==> src/rtl/csr_unit.sv <==
// Machine-mode Zicsr execution unit: one CSR read-modify-write per request through
// IDLE/READ/WRITE/RESP, plus the free-running 64-bit mcycle and minstret counters.
module csr_unit #(
   parameter logic [31:0] MTVEC_RESET = 32'h0000_0000
) (
   input  logic        clk,
   input  logic        rst_n,
   input  logic        req_valid,
   output logic        req_ready,
   input  logic [2:0]  funct3,
   input  logic [11:0] csr_adr,
   input  logic [31:0] rs1_val,
   input  logic [4:0]  rs1_idx,
   input  logic        retire,
   output logic        rsp_valid,
   input  logic        rsp_ready,
   output logic [31:0] rsp_data,
   output logic        rsp_illegal
);

   localparam logic [1:0] S_IDLE  = 2'd0;
   localparam logic [1:0] S_READ  = 2'd1;
   localparam logic [1:0] S_WRITE = 2'd2;
   localparam logic [1:0] S_RESP  = 2'd3;

   localparam logic [31:0] ALIGN4 = 32'hFFFF_FFFC;

   logic [1:0]  state_q, state_d;
   logic [1:0]  op_q, op_d;
   logic [11:0] adr_q, adr_d;
   logic [31:0] opnd_q, opnd_d;
   logic [4:0]  idx_q, idx_d;
   logic [31:0] old_q, old_d;
   logic        ill_q, ill_d;
   logic [31:0] mtvec_q, mtvec_d;
   logic [31:0] mscratch_q, mscratch_d;
   logic [31:0] mepc_q, mepc_d;
   logic [31:0] mcause_q, mcause_d;
   logic [63:0] mcycle_q, mcycle_d;
   logic [63:0] minstret_q, minstret_d;

   logic [31:0] rd_val;
   logic        mapped;
   logic        wants_wr;
   logic        rd_ill;
   logic        wr_en;
   logic [31:0] wr_val;

   // The 0xCxx user views alias the machine counters and are read-only.
   always_comb begin
      rd_val = '0;
      mapped = 1'b1;
      case (adr_q)
         12'h305:          rd_val = mtvec_q;
         12'h340:          rd_val = mscratch_q;
         12'h341:          rd_val = mepc_q;
         12'h342:          rd_val = mcause_q;
         12'hB00, 12'hC00: rd_val = mcycle_q[31:0];
         12'hB80, 12'hC80: rd_val = mcycle_q[63:32];
         12'hB02, 12'hC02: rd_val = minstret_q[31:0];
         12'hB82, 12'hC82: rd_val = minstret_q[63:32];
         default:          mapped = 1'b0;
      endcase
      wants_wr = (op_q == 2'b01) || (idx_q != 5'd0);
      rd_ill   = !mapped || (op_q == 2'b00) || (wants_wr && (adr_q[11:8] == 4'hC));
   end

   always_comb begin
      state_d    = state_q;
      op_d       = op_q;
      adr_d      = adr_q;
      opnd_d     = opnd_q;
      idx_d      = idx_q;
      old_d      = old_q;
      ill_d      = ill_q;
      mtvec_d    = mtvec_q;
      mscratch_d = mscratch_q;
      mepc_d     = mepc_q;
      mcause_d   = mcause_q;
      wr_en      = 1'b0;

      case (op_q)
         2'b01:   wr_val = opnd_q;
         2'b10:   wr_val = old_q | opnd_q;
         default: wr_val = old_q & ~opnd_q;
      endcase

      case (state_q)
         S_IDLE: begin
            if (req_valid) begin
               op_d    = funct3[1:0];
               adr_d   = csr_adr;
               opnd_d  = funct3[2] ? {27'b0, rs1_idx} : rs1_val;
               idx_d   = rs1_idx;
               state_d = S_READ;
            end
         end
         S_READ: begin
            ill_d   = rd_ill;
            old_d   = rd_ill ? 32'h0 : rd_val;
            state_d = S_WRITE;
         end
         S_WRITE: begin
            wr_en   = !ill_q && wants_wr;
            state_d = S_RESP;
         end
         default: begin
            if (rsp_ready) state_d = S_IDLE;
         end
      endcase

      if (wr_en) begin
         case (adr_q)
            12'h305: mtvec_d    = wr_val & ALIGN4;
            12'h340: mscratch_d = wr_val;
            12'h341: mepc_d     = wr_val & ALIGN4;
            12'h342: mcause_d   = wr_val;
            default: ;
         endcase
      end

      // A software write to a counter half suppresses that cycle's increment.
      if (wr_en && adr_q == 12'hB00)      mcycle_d = {mcycle_q[63:32], wr_val};
      else if (wr_en && adr_q == 12'hB80) mcycle_d = {wr_val, mcycle_q[31:0]};
      else                                mcycle_d = mcycle_q + 64'd1;

      if (wr_en && adr_q == 12'hB02)      minstret_d = {minstret_q[63:32], wr_val};
      else if (wr_en && adr_q == 12'hB82) minstret_d = {wr_val, minstret_q[31:0]};
      else if (retire)                    minstret_d = minstret_q + 64'd1;
      else                                minstret_d = minstret_q;
   end

   always_ff @(posedge clk or negedge rst_n) begin
      if (!rst_n) begin
         state_q    <= S_IDLE;
         op_q       <= 2'b00;
         adr_q      <= '0;
         opnd_q     <= '0;
         idx_q      <= '0;
         old_q      <= '0;
         ill_q      <= 1'b0;
         mtvec_q    <= MTVEC_RESET & ALIGN4;
         mscratch_q <= '0;
         mepc_q     <= '0;
         mcause_q   <= '0;
         mcycle_q   <= '0;
         minstret_q <= '0;
      end else begin
         state_q    <= state_d;
         op_q       <= op_d;
         adr_q      <= adr_d;
         opnd_q     <= opnd_d;
         idx_q      <= idx_d;
         old_q      <= old_d;
         ill_q      <= ill_d;
         mtvec_q    <= mtvec_d;
         mscratch_q <= mscratch_d;
         mepc_q     <= mepc_d;
         mcause_q   <= mcause_d;
         mcycle_q   <= mcycle_d;
         minstret_q <= minstret_d;
      end
   end

   assign req_ready   = (state_q == S_IDLE);
   assign rsp_valid   = (state_q == S_RESP);
   assign rsp_data    = rsp_valid ? old_q : 32'h0;
   assign rsp_illegal = rsp_valid & ill_q;

endmodule

==> config.mk <==
export PLATFORM = sky130hd
export DESIGN_NAME = csr_unit
export DESIGN_NICKNAME = d
export VERILOG_FILES = /design/src/rtl/csr_unit.sv
export SDC_FILE = /design/constraint.sdc
export NUM_CORES = 1
export LEC_CHECK = 0
export BUFFER_PORTS_ARGS = -buffer_cell sky130_fd_sc_hd__clkbuf_2
export CELL_PAD_IN_SITES_DETAIL_PLACEMENT = 1
export CELL_PAD_IN_SITES_GLOBAL_PLACEMENT = 1
export CORE_UTILIZATION = 52
export CTS_BUF_LIST = sky130_fd_sc_hd__clkbuf_16
export DETAILED_ROUTE_END_ITERATION = 8
export PLACE_DENSITY = 0.87
export SLEW_MARGIN = 20
export SYNTH_ARGS = -nofsm -noshare
export SYNTH_HDL_FRONTEND = slang
export SYNTH_SLANG_ARGS = --single-unit
==> constraint.sdc <==
create_clock -name clk -period 3.71 [get_ports clk]
set_input_delay 0.1855 -clock clk [delete_from_list [all_inputs] [get_ports clk]]
set_output_delay 0.1855 -clock clk [all_outputs]
set_load 0.02 [all_outputs]
After elaboration in Yosys (flattened, before gate mapping)
Cells that the tools add are included.

Register bits: 338. Word-level logic and storage cells: 88. Output and inout bits: 35.

Bitwise operators: 5. Reduce and logical (&&, ||, !) cells: 30. Eq/ne operators: 21. Mux-type cells: 15. Add/subtract/negate cells: 2.

Operators by type and width (count): case mux 32 bit (8 select lines) (1); 2-to-1 mux 64 bit (3); 2-to-1 mux 32 bit (5); adder 64 x 1 -> 64 bit, second input constant (2); == test 12 bit, second input constant (8); case mux 32 bit (2 select lines) (1); == test 12 x 10 -> 1 bit, second input constant (4); bitwise AND 32 bit (1); inverter 32 bit (1); bitwise OR 32 bit (1); AND reduction 2 bit (8); OR reduction 12 bit (1); OR reduction 2 bit (4); == test 2 bit, second input constant (3); logical AND 1 bit (6); != test 2 bit, second input constant (3); case mux 2 bit (3 select lines) (1); nonzero test 5 bit (1); == test 2 x 1 -> 1 bit, second input constant (2); == test 4 bit, second input constant (1); logical NOT 2 bit (2); 2-to-1 mux 2 bit (2); nonzero test 2 bit (2); nonzero test 4 bit (1); 5 further kinds (9).

Logic depth before layout (Yosys ltp)
Depth in word-level cells: 7. Mapped depth: 11. Gate-level depth less buffers: 8.

Worst setup path after synthesis
OpenSTA, ideal clock, no wires.

Path kind: reg-to-reg. Start point: reg op_q[1]. End point: reg minstret_q[47]. Required time: 3.581 ns. Slack: 1.451 ns. Path buffers: 2. Arrival: 2.130 ns. Stages on the path, launching flop included: 11. Clock period less this slack: 2.259 ns. Cells stage by stage: dfrtp_1 > inv_1 > ha_1 > clkbuf_1 > nor2_1 > a311o_1 > o21ai_1 > buf_2 > nor3_1 > o221ai_1 > o21ai_1.

Cells in the longest elaborated chain, start to end: 7. Elaborated cells on any way between the ends: 12. Those cells by class: eq/ne: 2; mux: 3; bitwise: 1; reduce/logical: 6.

Ends and longest elaborated chain: from (decl) (line 29) `logic [1:0] op_q, op_d;`; from (signal assigned) (line 150) `op_q <= op_d;`; == test 2 x 1 -> 1 bit (line 64, 82); logical OR 1 bit (line 64) `wants_wr = (op_q == 2'b01) || (idx_q != 5'd0);`; logical AND 1 bit (line 104) `wr_en = !ill_q && wants_wr;`; 2-to-1 mux 1 bit (line 88) `case (state_q)`; logical AND 1 bit, on equally long branches (line 128, 127); nonzero test 2 bit (no line) / inverter 1 bit (equally long branches); AND reduction 2 bit (no line); to (signal assigned) (line 161) `minstret_q <= minstret_d;`; to (decl) (line 40) `logic [63:0] minstret_q, minstret_d;`.

Parallel ways exist; a longest one is shown, timed or not. The select of a mux whose other input is x is not followed. A chain may end at the register's enable or synchronous reset.

Worst setup path after layout
Start point: reg adr_q[6]. End point: reg mcycle_q[16].

Cells in the longest elaborated chain, start to end: 3. Elaborated cells on any way between the ends: 6. Those cells by class: eq/ne: 3; mux: 1; reduce/logical: 2.

Ends and longest elaborated chain: from (decl) (line 30) `logic [11:0] adr_q, adr_d;`; from (signal assigned) (line 151) `adr_q <= adr_d;`; == test 12 bit, on equally long branches (line 123, 124); logical AND 1 bit, on equally long branches (line 123, 124); != test 2 bit (no line) / 2-to-1 mux 32 bit (equally long branches); to (signal assigned) (line 160) `mcycle_q <= mcycle_d;`; to (decl) (line 39) `logic [63:0] mcycle_q, mcycle_d;`.

Parallel ways exist; a longest one is shown, timed or not.

==> flow_results.org <==
** Outcome
- The run finished with clean final reports.

** Setup path
- STA classifies the critical path startpoint as a register.
- Among all stages on the critical path, the largest delay is contributed by sky130_fd_sc_hd__nor3_2.
- Of all nets on the critical path, the largest fanout is 14.
- CP arrival :: between 3000 and 4000 ps
- Type of the setup path with the least slack :: reg2reg
- For flop-to-flop paths, the worst setup slack is 200 ps.
- For this run, the slowest stage of the critical path takes approximately 940 ps.
- Crit path capture type :: register
- Reg-to-Reg End :: mcycle_q[16]$_DFFE_PN0P_
- Chain of cells forming the critical path :: nor4b_1 > nand3_1 > nor3_2 > buf_4 > nor2_1 > xnor2_1 > mux2i_1
- Worst reg-to-reg path cell count :: 7
- Reg2reg start :: adr_q[6]$_DFFE_PN0P_
- Critical Path RT :: between 4000 and 5000 ps
- Broken down by cell family, the worst path's largest delay share belongs to simple AND/OR/NAND/NOR gates.
- Number of buffers and inverters on the critical path :: 1

** Clock network
- Clock net sink count :: about 340
- No sink is reached through more buffers than the 3 on the longest clock path.
- TritonCTS built the clock tree.
- The later pin in the worst-skew pair is clocked with a latency of about 570 ps.
- H-tree depth reported by CTS :: 2
- Root buf cell :: sky130_fd_sc_hd__clkbuf_16
- Buffers inserted during clock tree synthesis total 39.
- Clock-pin slew reported for the worst setup and hold paths after clock tree synthesis :: 70 ps
- Setup bufs post-CTS :: 0

** Detailed routing
- In the routed design, unresolved DRC markers number 0.
- Total wire length :: a little under 90000 um
- Number of nets still failing antenna checks after routing :: 0
- Count of TritonRoute iterations in the first routing pass :: 5
- Via density per instance :: about 7
- The routed layout has approximately 19000 vias.
- The detailed router finished its first iteration with about 2600 violations.
- In the final routed layout, each cell accounts on average for 33.4 um.

** Floorplan
- Chip Width :: around 190 um
- The core region is ~35000 um2.
- The die covers 36700 um2.
- The initial utilization of the core area, before any placement, comes to a little over half.
- Pin placement for this block handled 92 I/O pins.
- Measured along the y axis, the die boundary spans roughly 190 um.
- Std-Cell Rows :: slightly below 70

** Min path
- Cell count of the worst hold path :: 3
- Worst Hold Class :: in2reg
- Start point of the worst hold path :: rs1_val[2]
- For hold timing, the worst endpoint is opnd_q[2]$_DFFE_PN0P_.

** STA
- Final worst clock skew :: around 27 ps
- Setup violations remaining at the end of the flow were counted as 0.
- Unrepaired setup endpoints after global routing :: false
- Hold timing on the final database bottoms out at a slack of 47.2 ps.
- The number of failing hold endpoints at the final stage is 0.
- The worst pin sits at a relative slew slack of 25.7%.
- In the final timing run, aggregate negative setup slack is 0 ps.
- After layout, the minimum clock period comes to 3510 ps.
- For this run, the top clock speed supported by timing is between 0.2 and 0.3 GHz.
- Final-report max-slew violation count :: 0
- At the pin with the least slew margin, the transition time is between 1000 and 1500 ps.
- In the finished design, the share of the clock period the worst path needs comes to a little over nine tenths.

** Flow run
- The tool flagged a number of max-cap violations equal to 0.

** Synthesis
- Share of Yosys cell area claimed by the top area cell type :: about 45%
- Most frequent cell after synthesis :: sky130_fd_sc_hd__dfrtp_1
- Most common library cells after synthesis :: sky130_fd_sc_hd__dfrtp_1, sky130_fd_sc_hd__nand2_1, sky130_fd_sc_hd__o21ai_0
- Of the synthesized area, sequential elements account for about 45%.
- Summing every instance area after synthesis gives 18700 um2.
- Cells taking the most area after synthesis :: sky130_fd_sc_hd__dfrtp_1, sky130_fd_sc_hd__mux2i_1, sky130_fd_sc_hd__nand2_1
- Cell type contributing the most total cell area after synthesis :: sky130_fd_sc_hd__dfrtp_1
- Mean area per synthesized cell :: 9.18 um2
- Commonest register cell after synthesis :: sky130_fd_sc_hd__dfrtp_1
- The netlist uses between 70 and 80 different library cells.
- Synth Register Bits :: 338
- Synthesis handed over a netlist of 2039 instances.
- Proportion of register bits with asynchronous set or reset after synthesis :: 100%
- Yosys printed 0 warnings.
- Yosys mapped a number of flops with a built-in enable equal to 0.
- Syn_nets :: approximately 2100

** Power and ir drop
- Cell internal pwr :: 7.65 mW
- Ratio of total power to cell area :: around 630 nW/um2
- Peak supply drop :: 0.000556 V
- Standby leakage power :: approximately 9.1 nW
- Proportion of total power due to net switching :: around 43%
- Combinational logic is responsible for between 30% and 40% of the overall power.
- Sequential share of power :: a little over a third
- The design draws between 10 and 15 mW.
- Sw Pwr :: a little under 6 mW
- Clock group share of total power :: about 30%

** Global routing
- The via count of the first global-routing pass is 19200.
- Total Routing Usage GR :: 48.9%
- The first global-routing pass estimated 129000 um of wire.
- Pin count of the biggest net entering global routing :: 89
- Remaining Overflow, GRT :: 0
- The number of antenna violations at the first check in global routing was 6.

** Place
- Last weighted congestion value of the routability-driven placer :: between 1 and 1.5
- Port Buffers :: a little over 90
- HPWL Detailed :: around 58000 um
- After detailed placement, the design holds a cell count of approximately 2500.

** Final layout
- For this run, the number of standard cells in the final layout without fillers is between 2000 and 3000.
- Final-stage net count :: 2222
- Utilization after layout :: between 60% and 70%
- Fraction of final layout cells with drive strength greater than 1 :: between 10% and 20%
- The area growth from synthesis to layout is 15.2%.
==> through the flow <==
step	instance area (um2)	setup WS [ps]
global route	21600	117
finish	21600	199
CTS	21500	564
detailed placement	19700	624
floorplan	18700	1450
global placement	19700	643
==> state kept, by name, indices dropped and copies added (netlist names), 12 cells and up <==
register    count
adr_q          12
mcause_q       32
mcycle_q       64
mepc_q         30
minstret_q     64
mscratch_q     32
mtvec_q        30
old_q          32
opnd_q         32
==> worst register-to-register path, stage by stage, from the launching register on <==
cell                      delay, ps
sky130_fd_sc_hd__dfrtp_1        500
sky130_fd_sc_hd__nor4b_1        750
sky130_fd_sc_hd__nand3_1        470
sky130_fd_sc_hd__nor3_2         940
sky130_fd_sc_hd__buf_4          350
sky130_fd_sc_hd__nor2_1          90
sky130_fd_sc_hd__xnor2_1        150
sky130_fd_sc_hd__mux2i_1         90
==> per-layer routing <==
layer	vias up	wire (um)	share of wire, %	track usage, %
met2	1314	37900	43	71.1
met3	351	10200	12	13.3
met5	-	13	0.015	0
met1	9588	33000	37	62.1
met4	2	7400	8.4	36.3
li1	7677	-	-	-
==> power groups by stage <==
stage / Clock [mW] / Sequential [mW] / Combinational (mW)
after global placement: 0 / 4.72 / 4.11
after CTS: 3.96 / 4.72 / 4.34
after detailed placement: 0 / 4.77 / 4.24
final: 4.03 / 4.81 / 4.71
after floorplan: 0 / 4.42 / 2.53
after global routing: 4.14 / 4.82 / 4.73
==> layout make-up <==
type | count | area (um2)
inverter | 55 | 206
clock inverter | 27 | 240
multi-input combinational | 1515 | 9520
timing repair buffer | 207 | 1520
clock buffer | 41 | 1030
sequential | 338 | 8460
fill | 4007 | 13900
antenna | 5 | 12.5
tap | 461 | 577
==> logic make-up (layout without fill, tap and decap cells) <==
family	after synthesis	in the layout	synth area share, %
buf+inv	186	330	4.16
mux	148	148	8.53
flops	338	338	45.2
fa+ha+maj	9	9	0.602
simple gates	763	763	20.3
compound gates	536	536	18.5
xor+xnor	59	59	2.76
other cells	0	5	0
==> cell usage in the layout (no fill, tap or decap), types with 26 or more instances in the layout <==
master / netlist / layout
sky130_fd_sc_hd__a221o_1: 33 / 33
sky130_fd_sc_hd__a221oi_1: 28 / 28
sky130_fd_sc_hd__xnor2_1: 26 / 26
sky130_fd_sc_hd__nor2_1: 131 / 129
sky130_fd_sc_hd__o21ai_0: 205 / 204
sky130_fd_sc_hd__buf_4: 3 / 59
sky130_fd_sc_hd__a211oi_1: 49 / 49
sky130_fd_sc_hd__nand2b_1: 30 / 30
sky130_fd_sc_hd__dfrtp_1: 338 / 336
sky130_fd_sc_hd__and3_1: 26 / 26
sky130_fd_sc_hd__nor3_1: 62 / 60
sky130_fd_sc_hd__inv_1: 53 / 61
sky130_fd_sc_hd__a21oi_1: 80 / 79
sky130_fd_sc_hd__dlygate4sd3_1: 0 / 53
sky130_fd_sc_hd__xor2_1: 33 / 33
sky130_fd_sc_hd__nand4_1: 40 / 40
sky130_fd_sc_hd__and2_1: 45 / 45
sky130_fd_sc_hd__clkbuf_2: 0 / 90
sky130_fd_sc_hd__clkbuf_16: 0 / 41
sky130_fd_sc_hd__nand3_1: 63 / 61
sky130_fd_sc_hd__mux2i_1: 120 / 120
sky130_fd_sc_hd__o22ai_1: 53 / 53
sky130_fd_sc_hd__nand2_1: 280 / 277
==> what timing repair did <==
action,CTS,global route
resized for setup,0,0
endpoints found under the hold margin,133,0
hold buffers,53,0
==> worst max path at each step <==
stage                         startpoint                          to  slack [ps]  depth (start not counted)
finish              adr_q[6]$_DFFE_PN0P_    mcycle_q[16]$_DFFE_PN0P_         200                          7
global route        adr_q[6]$_DFFE_PN0P_    mcycle_q[16]$_DFFE_PN0P_         120                          7
CTS                 adr_q[6]$_DFFE_PN0P_    mcycle_q[16]$_DFFE_PN0P_         560                          7
detailed placement  adr_q[6]$_DFFE_PN0P_    mcycle_q[16]$_DFFE_PN0P_         620                          7
global placement    adr_q[6]$_DFFE_PN0P_    mcycle_q[16]$_DFFE_PN0P_         640                          7
floorplan            op_q[1]$_DFFE_PN0P_  minstret_q[47]$_DFFE_PN0P_        1450                         10
Note: power is estimated with default switching activity, not from simulation.
